===== src/rtl/id_pkg.sv =====
// Shared decode constants for the RV32I instruction-decode stage.
package id_pkg;

  typedef enum logic [3:0] {
    OPT_R       = 4'd0,
    OPT_I       = 4'd1,
    OPT_LOAD    = 4'd2,
    OPT_STORE   = 4'd3,
    OPT_LUI     = 4'd4,
    OPT_AUIPC   = 4'd5,
    OPT_BRANCH  = 4'd6,
    OPT_JAL     = 4'd7,
    OPT_JALR    = 4'd8,
    OPT_MULDIV  = 4'd9,
    OPT_FENCE   = 4'd10,
    OPT_SYSTEM  = 4'd11,
    OPT_ILLEGAL = 4'd15
  } optype_e;

  localparam logic [6:0] OPC_OP       = 7'b0110011;
  localparam logic [6:0] OPC_OP_IMM   = 7'b0010011;
  localparam logic [6:0] OPC_LOAD     = 7'b0000011;
  localparam logic [6:0] OPC_STORE    = 7'b0100011;
  localparam logic [6:0] OPC_LUI      = 7'b0110111;
  localparam logic [6:0] OPC_AUIPC    = 7'b0010111;
  localparam logic [6:0] OPC_BRANCH   = 7'b1100011;
  localparam logic [6:0] OPC_JAL      = 7'b1101111;
  localparam logic [6:0] OPC_JALR     = 7'b1100111;
  localparam logic [6:0] OPC_MISC_MEM = 7'b0001111;
  localparam logic [6:0] OPC_SYSTEM   = 7'b1110011;

  localparam logic [6:0] F7_BASE    = 7'b0000000;
  localparam logic [6:0] F7_SUB_SRA = 7'b0100000;
  localparam logic [6:0] F7_MULDIV  = 7'b0000001;

endpackage


===== src/rtl/id_decoder.sv =====
// Purely combinational RV32I (+ optional M) instruction decoder.
module id_decoder
  import id_pkg::*;
#(
  parameter int XLEN = 32,
  parameter int RV_M = 0
) (
  input  logic [31:0]     inst_i,
  output logic [XLEN-1:0] imm_o,
  output optype_e         optype_o,
  output logic [4:0]      rd_addr_o,
  output logic [2:0]      funct3_o,
  output logic            alu_alt_o,
  output logic            rd_we_o,
  output logic            mem_re_o,
  output logic            mem_we_o,
  output logic            branch_o,
  output logic            jump_o,
  output logic            uses_rs1_o,
  output logic            uses_rs2_o,
  output logic            illegal_o
);

  logic [6:0]  opc;
  logic [2:0]  f3;
  logic [6:0]  f7;
  logic [31:0] imm32;
  logic        has_rd;

  assign opc = inst_i[6:0];
  assign f3  = inst_i[14:12];
  assign f7  = inst_i[31:25];

  // Classify the opcode and build the 32-bit immediate; unknown encodings fall through as ILLEGAL with all controls low.
  always_comb begin
    imm32      = '0;
    optype_o   = OPT_ILLEGAL;
    funct3_o   = f3;
    alu_alt_o  = 1'b0;
    has_rd     = 1'b0;
    mem_re_o   = 1'b0;
    mem_we_o   = 1'b0;
    branch_o   = 1'b0;
    jump_o     = 1'b0;
    uses_rs1_o = 1'b0;
    uses_rs2_o = 1'b0;
    case (opc)
      OPC_OP: begin
        if (f7 == F7_BASE || f7 == F7_SUB_SRA) begin
          optype_o   = OPT_R;
          has_rd     = 1'b1;
          uses_rs1_o = 1'b1;
          uses_rs2_o = 1'b1;
          alu_alt_o  = (f7 == F7_SUB_SRA) && (f3 == 3'b000 || f3 == 3'b101);
        end else if (f7 == F7_MULDIV && RV_M != 0) begin
          optype_o   = OPT_MULDIV;
          has_rd     = 1'b1;
          uses_rs1_o = 1'b1;
          uses_rs2_o = 1'b1;
        end
      end
      OPC_OP_IMM: begin
        optype_o   = OPT_I;
        has_rd     = 1'b1;
        uses_rs1_o = 1'b1;
        if (f3 == 3'b001 || f3 == 3'b101) begin
          imm32     = {27'd0, inst_i[24:20]};
          alu_alt_o = (f3 == 3'b101) && inst_i[30];
        end else begin
          imm32 = {{20{inst_i[31]}}, inst_i[31:20]};
        end
      end
      OPC_LOAD: begin
        optype_o   = OPT_LOAD;
        has_rd     = 1'b1;
        uses_rs1_o = 1'b1;
        mem_re_o   = 1'b1;
        imm32      = {{20{inst_i[31]}}, inst_i[31:20]};
      end
      OPC_STORE: begin
        optype_o   = OPT_STORE;
        uses_rs1_o = 1'b1;
        uses_rs2_o = 1'b1;
        mem_we_o   = 1'b1;
        imm32      = {{20{inst_i[31]}}, inst_i[31:25], inst_i[11:7]};
      end
      OPC_LUI: begin
        optype_o = OPT_LUI;
        has_rd   = 1'b1;
        funct3_o = 3'b000;
        imm32    = {inst_i[31:12], 12'd0};
      end
      OPC_AUIPC: begin
        optype_o = OPT_AUIPC;
        has_rd   = 1'b1;
        funct3_o = 3'b000;
        imm32    = {inst_i[31:12], 12'd0};
      end
      OPC_BRANCH: begin
        optype_o   = OPT_BRANCH;
        uses_rs1_o = 1'b1;
        uses_rs2_o = 1'b1;
        branch_o   = 1'b1;
        imm32      = {{19{inst_i[31]}}, inst_i[31], inst_i[7], inst_i[30:25], inst_i[11:8], 1'b0};
      end
      OPC_JAL: begin
        optype_o = OPT_JAL;
        has_rd   = 1'b1;
        jump_o   = 1'b1;
        funct3_o = 3'b000;
        imm32    = {{11{inst_i[31]}}, inst_i[31], inst_i[19:12], inst_i[20], inst_i[30:21], 1'b0};
      end
      OPC_JALR: begin
        optype_o   = OPT_JALR;
        has_rd     = 1'b1;
        uses_rs1_o = 1'b1;
        jump_o     = 1'b1;
        imm32      = {{20{inst_i[31]}}, inst_i[31:20]};
      end
      OPC_MISC_MEM: begin
        optype_o = OPT_FENCE;
        imm32    = {{20{inst_i[31]}}, inst_i[31:20]};
      end
      OPC_SYSTEM: begin
        optype_o = OPT_SYSTEM;
        imm32    = {{20{inst_i[31]}}, inst_i[31:20]};
      end
      default: ;
    endcase
  end

  // Non-writing ops report rd=0 so the hazard and forwarding compares never see a stale field.
  assign rd_addr_o = has_rd ? inst_i[11:7] : 5'd0;
  assign rd_we_o   = has_rd && (inst_i[11:7] != 5'd0);
  assign illegal_o = (optype_o == OPT_ILLEGAL);
  assign imm_o     = XLEN'($signed(imm32));

endmodule


===== src/rtl/id_stage.sv =====
// Instruction-decode stage with load-use hazard detection and the ID/EX pipeline register.
module id_stage
  import id_pkg::*;
#(
  parameter int XLEN = 32,
  parameter int RV_M = 0
) (
  input  logic            clk_i,
  input  logic            rst_i,
  input  logic [XLEN-1:0] pc_i,
  input  logic [31:0]     inst_i,
  input  logic            inst_valid_i,
  input  logic [XLEN-1:0] reg_data1_i,
  input  logic [XLEN-1:0] reg_data2_i,
  input  logic            flush_i,
  input  logic            stall_i,
  output logic [4:0]      rs1_addr_o,
  output logic [4:0]      rs2_addr_o,
  output logic            stall_o,
  output logic            valid_o,
  output logic [XLEN-1:0] pc_o,
  output logic [XLEN-1:0] imm_o,
  output logic [XLEN-1:0] rs1_o,
  output logic [XLEN-1:0] rs2_o,
  output logic [4:0]      rd_addr_o,
  output logic            rd_we_o,
  output logic [2:0]      funct3_o,
  output logic [3:0]      optype_o,
  output logic            alu_alt_o,
  output logic            mem_re_o,
  output logic            mem_we_o,
  output logic            branch_o,
  output logic            jump_o,
  output logic            illegal_o,
  output logic [4:0]      fwd_raddr1_o,
  output logic [4:0]      fwd_raddr2_o
);

  typedef struct packed {
    logic            valid;
    logic [XLEN-1:0] pc;
    logic [XLEN-1:0] imm;
    logic [XLEN-1:0] rs1;
    logic [XLEN-1:0] rs2;
    logic [4:0]      rd;
    logic            rd_we;
    logic [2:0]      funct3;
    optype_e         optype;
    logic            alu_alt;
    logic            mem_re;
    logic            mem_we;
    logic            branch;
    logic            jump;
    logic            illegal;
    logic [4:0]      raddr1;
    logic [4:0]      raddr2;
  } idex_t;

  idex_t           idex_q, idex_d, dec;
  logic [XLEN-1:0] dec_imm;
  optype_e         dec_optype;
  logic [4:0]      dec_rd;
  logic [2:0]      dec_funct3;
  logic            dec_alt, dec_we, dec_re, dec_wr, dec_br, dec_jmp;
  logic            uses_rs1, uses_rs2, dec_ill;

  assign rs1_addr_o = inst_i[19:15];
  assign rs2_addr_o = inst_i[24:20];

  id_decoder #(
    .XLEN (XLEN),
    .RV_M (RV_M)
  ) u_dec (
    .inst_i     (inst_i),
    .imm_o      (dec_imm),
    .optype_o   (dec_optype),
    .rd_addr_o  (dec_rd),
    .funct3_o   (dec_funct3),
    .alu_alt_o  (dec_alt),
    .rd_we_o    (dec_we),
    .mem_re_o   (dec_re),
    .mem_we_o   (dec_wr),
    .branch_o   (dec_br),
    .jump_o     (dec_jmp),
    .uses_rs1_o (uses_rs1),
    .uses_rs2_o (uses_rs2),
    .illegal_o  (dec_ill)
  );

  // A load in ID/EX whose destination feeds the instruction now in ID cannot be forwarded in time.
  assign stall_o = inst_valid_i & idex_q.valid & idex_q.mem_re & (idex_q.rd != 5'd0) &
                   ((uses_rs1 & (rs1_addr_o == idex_q.rd)) | (uses_rs2 & (rs2_addr_o == idex_q.rd)));

  // Assemble the decoded entry, then pick flush > hold > hazard bubble > load.
  always_comb begin
    dec = '0;
    if (inst_valid_i) begin
      dec.valid   = 1'b1;
      dec.pc      = pc_i;
      dec.imm     = dec_imm;
      dec.rs1     = reg_data1_i;
      dec.rs2     = reg_data2_i;
      dec.rd      = dec_rd;
      dec.rd_we   = dec_we;
      dec.funct3  = dec_funct3;
      dec.optype  = dec_optype;
      dec.alu_alt = dec_alt;
      dec.mem_re  = dec_re;
      dec.mem_we  = dec_wr;
      dec.branch  = dec_br;
      dec.jump    = dec_jmp;
      dec.illegal = dec_ill;
      dec.raddr1  = uses_rs1 ? rs1_addr_o : 5'd0;
      dec.raddr2  = uses_rs2 ? rs2_addr_o : 5'd0;
    end
    if (flush_i)      idex_d = '0;
    else if (stall_i) idex_d = idex_q;
    else if (stall_o) idex_d = '0;
    else              idex_d = dec;
  end

  // ID/EX pipeline register with synchronous reset.
  always_ff @(posedge clk_i) begin
    if (rst_i) idex_q <= '0;
    else       idex_q <= idex_d;
  end

  assign valid_o      = idex_q.valid;
  assign pc_o         = idex_q.pc;
  assign imm_o        = idex_q.imm;
  assign rs1_o        = idex_q.rs1;
  assign rs2_o        = idex_q.rs2;
  assign rd_addr_o    = idex_q.rd;
  assign rd_we_o      = idex_q.rd_we;
  assign funct3_o     = idex_q.funct3;
  assign optype_o     = idex_q.optype;
  assign alu_alt_o    = idex_q.alu_alt;
  assign mem_re_o     = idex_q.mem_re;
  assign mem_we_o     = idex_q.mem_we;
  assign branch_o     = idex_q.branch;
  assign jump_o       = idex_q.jump;
  assign illegal_o    = idex_q.illegal;
  assign fwd_raddr1_o = idex_q.raddr1;
  assign fwd_raddr2_o = idex_q.raddr2;

endmodule

===== config.mk =====
export PLATFORM = sky130hd
export DESIGN_NAME = id_stage
export DESIGN_NICKNAME = d
export VERILOG_FILES = /design/src/rtl/id_pkg.sv /design/src/rtl/id_decoder.sv /design/src/rtl/id_stage.sv
export SDC_FILE = /design/constraint.sdc
export NUM_CORES = 1
export LEC_CHECK = 0
export BUFFER_PORTS_ARGS = -buffer_cell sky130_fd_sc_hd__clkbuf_2
export CAP_MARGIN = 20
export CORE_MARGIN = 2
export CORE_UTILIZATION = 45
export CTS_CLUSTER_SIZE = 10
export DETAILED_ROUTE_END_ITERATION = 10
export GPL_ROUTABILITY_DRIVEN = 1
export GPL_TIMING_DRIVEN = 1
export PLACE_DENSITY = 0.9
export SYNTH_ARGS = -nofsm -noshare
export SYNTH_HDL_FRONTEND = slang
export SYNTH_SLANG_ARGS = --single-unit

===== constraint.sdc =====
create_clock -name clk_i -period 3.5 [get_ports clk_i]
set_input_delay 1.05 -clock clk_i [delete_from_list [all_inputs] [get_ports clk_i]]
set_output_delay 1.05 -clock clk_i [all_outputs]
set_load 0.005 [all_outputs]

==> Word level (Yosys, flattened, before mapping) <==
Cells that the tools add are included.
{ "totals": {"ramBits": 0, "mem_count": 0, "out_inout_bits": 169, "word_cells": 80, "romBits": 0, "ff_bits": 158, "latch_bits": 0} }
{ "op_classes": {"magnitude_cmp": 0, "n_mul": 0, "n_shift": 0, "muxes": 21, "bitwise_logic": 7, "div": 0, "n_reduce_logical": 18, "n_addsub": 0, "eq_ne": 17} }
{ "op_table": {"columns": ["op", "count"], "rows": [
  ["$mux W158", 2],
  ["$pmux W32 S6", 1],
  ["$pmux W4 S11", 1],
  ["$mux W32", 1],
  ["$eq A7 B6 Y1 const B", 4],
  ["$eq A7 B7 Y1 const B", 4],
  ["$mux W5", 3],
  ["$eq A7 B5 Y1 const B", 2],
  ["$eq A5 B5 Y1", 2],
  ["$reduce_bool A5 Y1", 2],
  ["$pmux W1 S2", 4],
  ["$reduce_or A2 Y1", 4],
  ["$eq A7 B2 Y1 const B", 1],
  ["$eq A7 B4 Y1 const B", 1],
  ["$logic_not A7 Y1", 1],
  ["$mux W1", 7],
  ["$and A1 B1 Y1", 6],
  ["$reduce_or A6 Y1", 1],
  ["$reduce_or A5 Y1", 1],
  ["$eq A4 B4 Y1 const B", 1],
  ["$mux W4", 1],
  ["$reduce_or A4 Y1", 1],
  ["$eq A3 B1 Y1 const B", 1],
  ["$eq A3 B3 Y1 const B", 1],
  ["6 further kinds", 10]
]} }

==> Logic depth before layout (Yosys ltp) <==
{ "logic_depth": {"depth_word": 8, "ltp_mapped": 10, "depth_no_buf": 6} }

==> By module <==
Synthesis repeated with hierarchy kept, for this count alone.
{ "hier_totals": {"hier_cells": 902, "area_unflattened_um2": 7637.3} }
{ "by_module_without_submodules": {"columns": ["mod", "cells_per_inst", "area_each_um2", "n_inst", "seq_area_each_um2"], "rows": [
  ["id_stage", 760, 6657.6, 1, 3163.0],
  ["id_decoder", 142, 979.7, 1, 0.0]
]} }

==> Worst setup path after synthesis <==
No wires, ideal clock.
{ "synth_path": {"path_kind": "input -> output", "start": "in inst_i[2]", "end": "out stall_o", "path_slack_ns": 0.345, "t_required_ns": 2.450, "cell_stages": 7, "t_arrival_ns": 2.105, "path_cell_list": "buf_2 nand4bb_1 buf_2 nor2_4 a41o_2 o21ai_0 a21oi_1"} }
{ "synth_via": {"elab_chain_cells": 6} }
{ "synth_rtl": {"columns": ["item", "line_no", "rtl"], "rows": [
  ["start: declaration", "id_stage.sv:11", "input logic [31:0] inst_i,"],
  ["$eq A7 B6 Y1 (tied with other cells)", "id_decoder.sv:47", "case (opc)"],
  ["$reduce_or A5 Y1 (no line) or $reduce_or A2 Y1 (tied branches)", null, null],
  ["$pmux W1 S2", "id_decoder.sv:47", null],
  ["$and A1 B1 Y1", "id_stage.sv:92", "((uses_rs1 & (rs1_addr_o == idex_q.rd)) | (uses_rs2 & (rs2_addr_o == idex_q.rd)));"],
  ["$or A1 B1 Y1 (*)", "id_stage.sv:92", null],
  ["$and A1 B1 Y1 (*)", "id_stage.sv:91", "assign stall_o = inst_valid_i & idex_q.valid & idex_q.mem_re & (idex_q.rd != 5'd0) &"],
  ["end: declaration", "id_stage.sv:19", "output logic stall_o,"]
]} }
Mark *: on every way between the ends. The rest lies on a longest branch, timed or not.

==> Worst setup path in the final report <==
{ "layout_path": {"start": "in inst_i[26]", "end": "out stall_o"} }
{ "layout_via": {"elab_chain_cells": 7} }
{ "layout_rtl": {"columns": ["item", "line_no", "rtl"], "rows": [
  ["$eq A7 B6 Y1 or $logic_not A7 Y1 (tied branches)", "id_decoder.sv:49", "if (f7 == F7_BASE || f7 == F7_SUB_SRA) begin"],
  ["$logic_or A1 B1 Y1 (*)", "id_decoder.sv:49", null],
  ["$mux W1 (*)", "id_decoder.sv:49", null],
  ["$pmux W1 S2", "id_decoder.sv:47", null],
  ["$and A1 B1 Y1", "id_stage.sv:92", null],
  ["$or A1 B1 Y1 (*)", "id_stage.sv:92", null],
  ["$and A1 B1 Y1 (*)", "id_stage.sv:91", null]
]} }
Marked as above.

==> flow_summary.toml <==
[status]
status = "finished, final reports clean"

[sta]
clock_skew_ns = 0.0139
final_hold_viol_count = 0
final.setup.tns_ns = 0
slew-limit-headroom_pct = 47.4
tightestPinTransition_ns = 0.781
slew_viol_final = 0
rsz0062_at_grt = "false"
fin_crit_sh_pct = 96.2
setup-violations-final = 0
fmaxAchievable_mhz = 297
post-route-min-period_ns = 3.37

[clocking]
cts_tree = "built"
post_cts_buffers = 0
cts_made_buffers = 17
cts.hold.buffers_added = 0
clock_latency_ns = 0.43
clkTransAtPathRegs_ns = 0.06
h-tree-depth = 4
cts_root_buffer = "clkbuf_16"
clkSinkCount = 158
clockBufferDepth = 2

[critical_path]
critPathKind = "primary input to primary output"
critPathRequiredTime_ns = 2.45
path_max_fanout = 3
cp-end-kind = "primary output"
r2r_cells = 7
start_kind = "primary input"
cp.arrival_ns = 2.32

[global_route]
grt_usage_pct = 26.1
overflow = 0
grt_pass1_vias = 5408
grt_pass1_wl_um = 28900
antenna_found_initial = 1
grt_max_degree = 146

[yosys]
synth-seq-cells = 158
syn_inst = 555
seq_area_frac_synth_pct = 54.4
syn_area_um2 = 5820
postSynthAreaPerCell_um2 = 10.5
synthArstFlopShare_pct = 0
synth_cell_types = 52
yosysWarnings = 0
synth_edf_count = 0
syn-num-nets = 688
synthFlopType = "dfxtp_1"

[die]
io_pins = 302
die-area_um2 = 13800
die_y_um = 118
fp.coreArea_um2 = 12600
rows = 41
initial_core_util_pct = 46.1
die_x_um = 118

[job]
maxCapViolCount = 0

[pwr]
clockPowerShare_pct = 46.4
vdd_drop_max_mv = 0.333
p_int_w = 0.00302
p_comb_share_pct = 7.1
pwr-share-seq_pct = 46.5
p_sw_w = 0.000936
p_leak_nw = 3.72
power_density_nw_per_um2 = 492
switching_share_pct = 23.7

[layout]
drive_above_1_share_pct = 43.0
diodes = 0
layout.nets = 971
area_growth_pct = 38.3
instances_no_fill = 1023

[worst_hold_path]
min_path_type = "flop to flop"
whs_path_depth = 2

[routing]
ant_nets = 0
wirelength_um = 18500
viasPerCell = 5.55
wl_per_cell_um = 18.1
first_iter_violations = 525
drcViolationCount = 0
first_pass_iters = 5
vias = 5674

[placement]
gp_congestion = 0.856
place.port_buffers = 301
dp_cells = 991
hpwl_um = 13000
-- metrics by stage --
stage | worst slack [ns] | total power (W) | hold slack, ns | utilization, % | instance area (um2)
after floorplan | 0.345 | 0.00200 | 0.444 | - | 5820
after global placement | -0.0163 | 0.00215 | 0.433 | 58.9 | 7440
after detailed placement | -0.0132 | 0.00216 | 0.443 | 58.9 | 7440
after CTS | 0.0656 | 0.00399 | 0.452 | 63.7 | 8030
after global routing | 0.0220 | 0.00410 | 0.487 | 63.7 | 8040
final | 0.133 | 0.00396 | 0.449 | 63.7 | 8040
-- what timing repair did --
item / CTS / global route
pin swaps: 0 / 0
endpoints found under the setup margin: 1 / 1
gates resized for setup: 1 / 1
endpoints found under the hold margin: 0 / 0
-- state kept, by name, indices dropped and copies added, names as in the netlist --
| register | flops |
|---|---|
| funct3_o | 3 |
| fwd_raddr1_o | 5 |
| illegal_o | 1 |
| rs1_o | 32 |
| mem_re_o | 1 |
| rd_we_o | 1 |
| rs2_o | 32 |
| jump_o | 1 |
| mem_we_o | 1 |
| rd_addr_o | 5 |
| pc_o | 32 |
| imm_o | 32 |
| alu_alt_o | 1 |
| branch_o | 1 |
| optype_o | 4 |
| valid_o | 1 |
| fwd_raddr2_o | 5 |
-- power by group through the flow --
| stage | Combinational, W | Clock [W] | Sequential, W |
|---|---|---|---|
| 2_1_floorplan | 0.000123 | 0 | 0.00188 |
| 3_3_place_gp | 0.000272 | 0 | 0.00188 |
| 3_5_place_dp | 0.000275 | 0 | 0.00188 |
| 4_1_cts | 0.000280 | 0.00187 | 0.00184 |
| 5_1_grt | 0.000306 | 0.00195 | 0.00184 |
| 6_report | 0.000282 | 0.00183 | 0.00184 |
-- kinds of logic (layout without fill, tap and decap cells) --
family          count (synthesis)  count (layout)  synth area share, %
compound gates                220             220                 29.3
xor+xnor                       11              11                 1.66
buf+inv                        64             360                 5.87
flops                         158             158                 54.4
simple gates                  102             102                 8.80
-- cells in the mapped netlist, drive strengths merged, types with 5 or more instances --
master,n,area [um2]
xnor2,7,61.3
clkbuf,29,110
dfxtp,158,3160
a22o,102,893
inv,5,18.8
nand3,11,55.1
buf,30,213
o21ai,38,190
a32o,27,270
nor3,8,40.0
nor2,7,33.8
nand2,48,180
a22oi,5,37.5
a21oi,29,145
-- path summary, 6_finish.rpt --
path                              from                     end  slack, ns
max                         inst_i[26]                 stall_o       0.13
min             imm_o[29]$_SDFFE_PP0N_  imm_o[29]$_SDFFE_PP0N_       0.45
max reg2reg  rd_addr_o[0]$_SDFFE_PP0N_   rs2_o[8]$_SDFFE_PP0N_       1.00
min reg2reg     imm_o[29]$_SDFFE_PP0N_  imm_o[29]$_SDFFE_PP0N_       0.45
-- critical path, cell delays in order --
cell	delay, ns
clkbuf_2	0.13
nor4_4	0.29
buf_4	0.15
and2_1	0.14
a41o_2	0.20
o21ai_0	0.07
a21oi_1	0.15
clkbuf_2	0.14
-- cell type report --
| class | instances | area [um2] |
|---|---|---|
| multi-input combinational | 333 | 2330 |
| inverter | 5 | 18.8 |
| clock inverter | 14 | 160 |
| tap | 172 | 215 |
| fill | 1042 | 4580 |
| clock buffer | 18 | 429 |
| timing repair buffer | 323 | 1720 |
| sequential | 158 | 3160 |
-- routing by layer --
metal,vias to the layer above,share of wire (%),track usage [%]
met5,-,0.059,0
met4,2,2.5,10.2
met3,39,8.3,8.67
met2,292,50,43.6
met1,2684,40,31.1
li1,2657,-,-
-- placed cells by master (no fill, tap or decap), drive strengths merged, types with 3 or more instances in the layout --
master,count
nor2,7
buf,22
a21oi,29
inv,10
a22o,102
nor3,8
xor2,4
dfxtp,158
o21ai,38
xnor2,7
clkbuf,319
nand3,11
and2,3
nor2b,4
nor4,4
o22ai,3
a22oi,5
a32o,27
nand2,48
clkinv,5
o31ai,4
(Power assumes the default switching activity.)
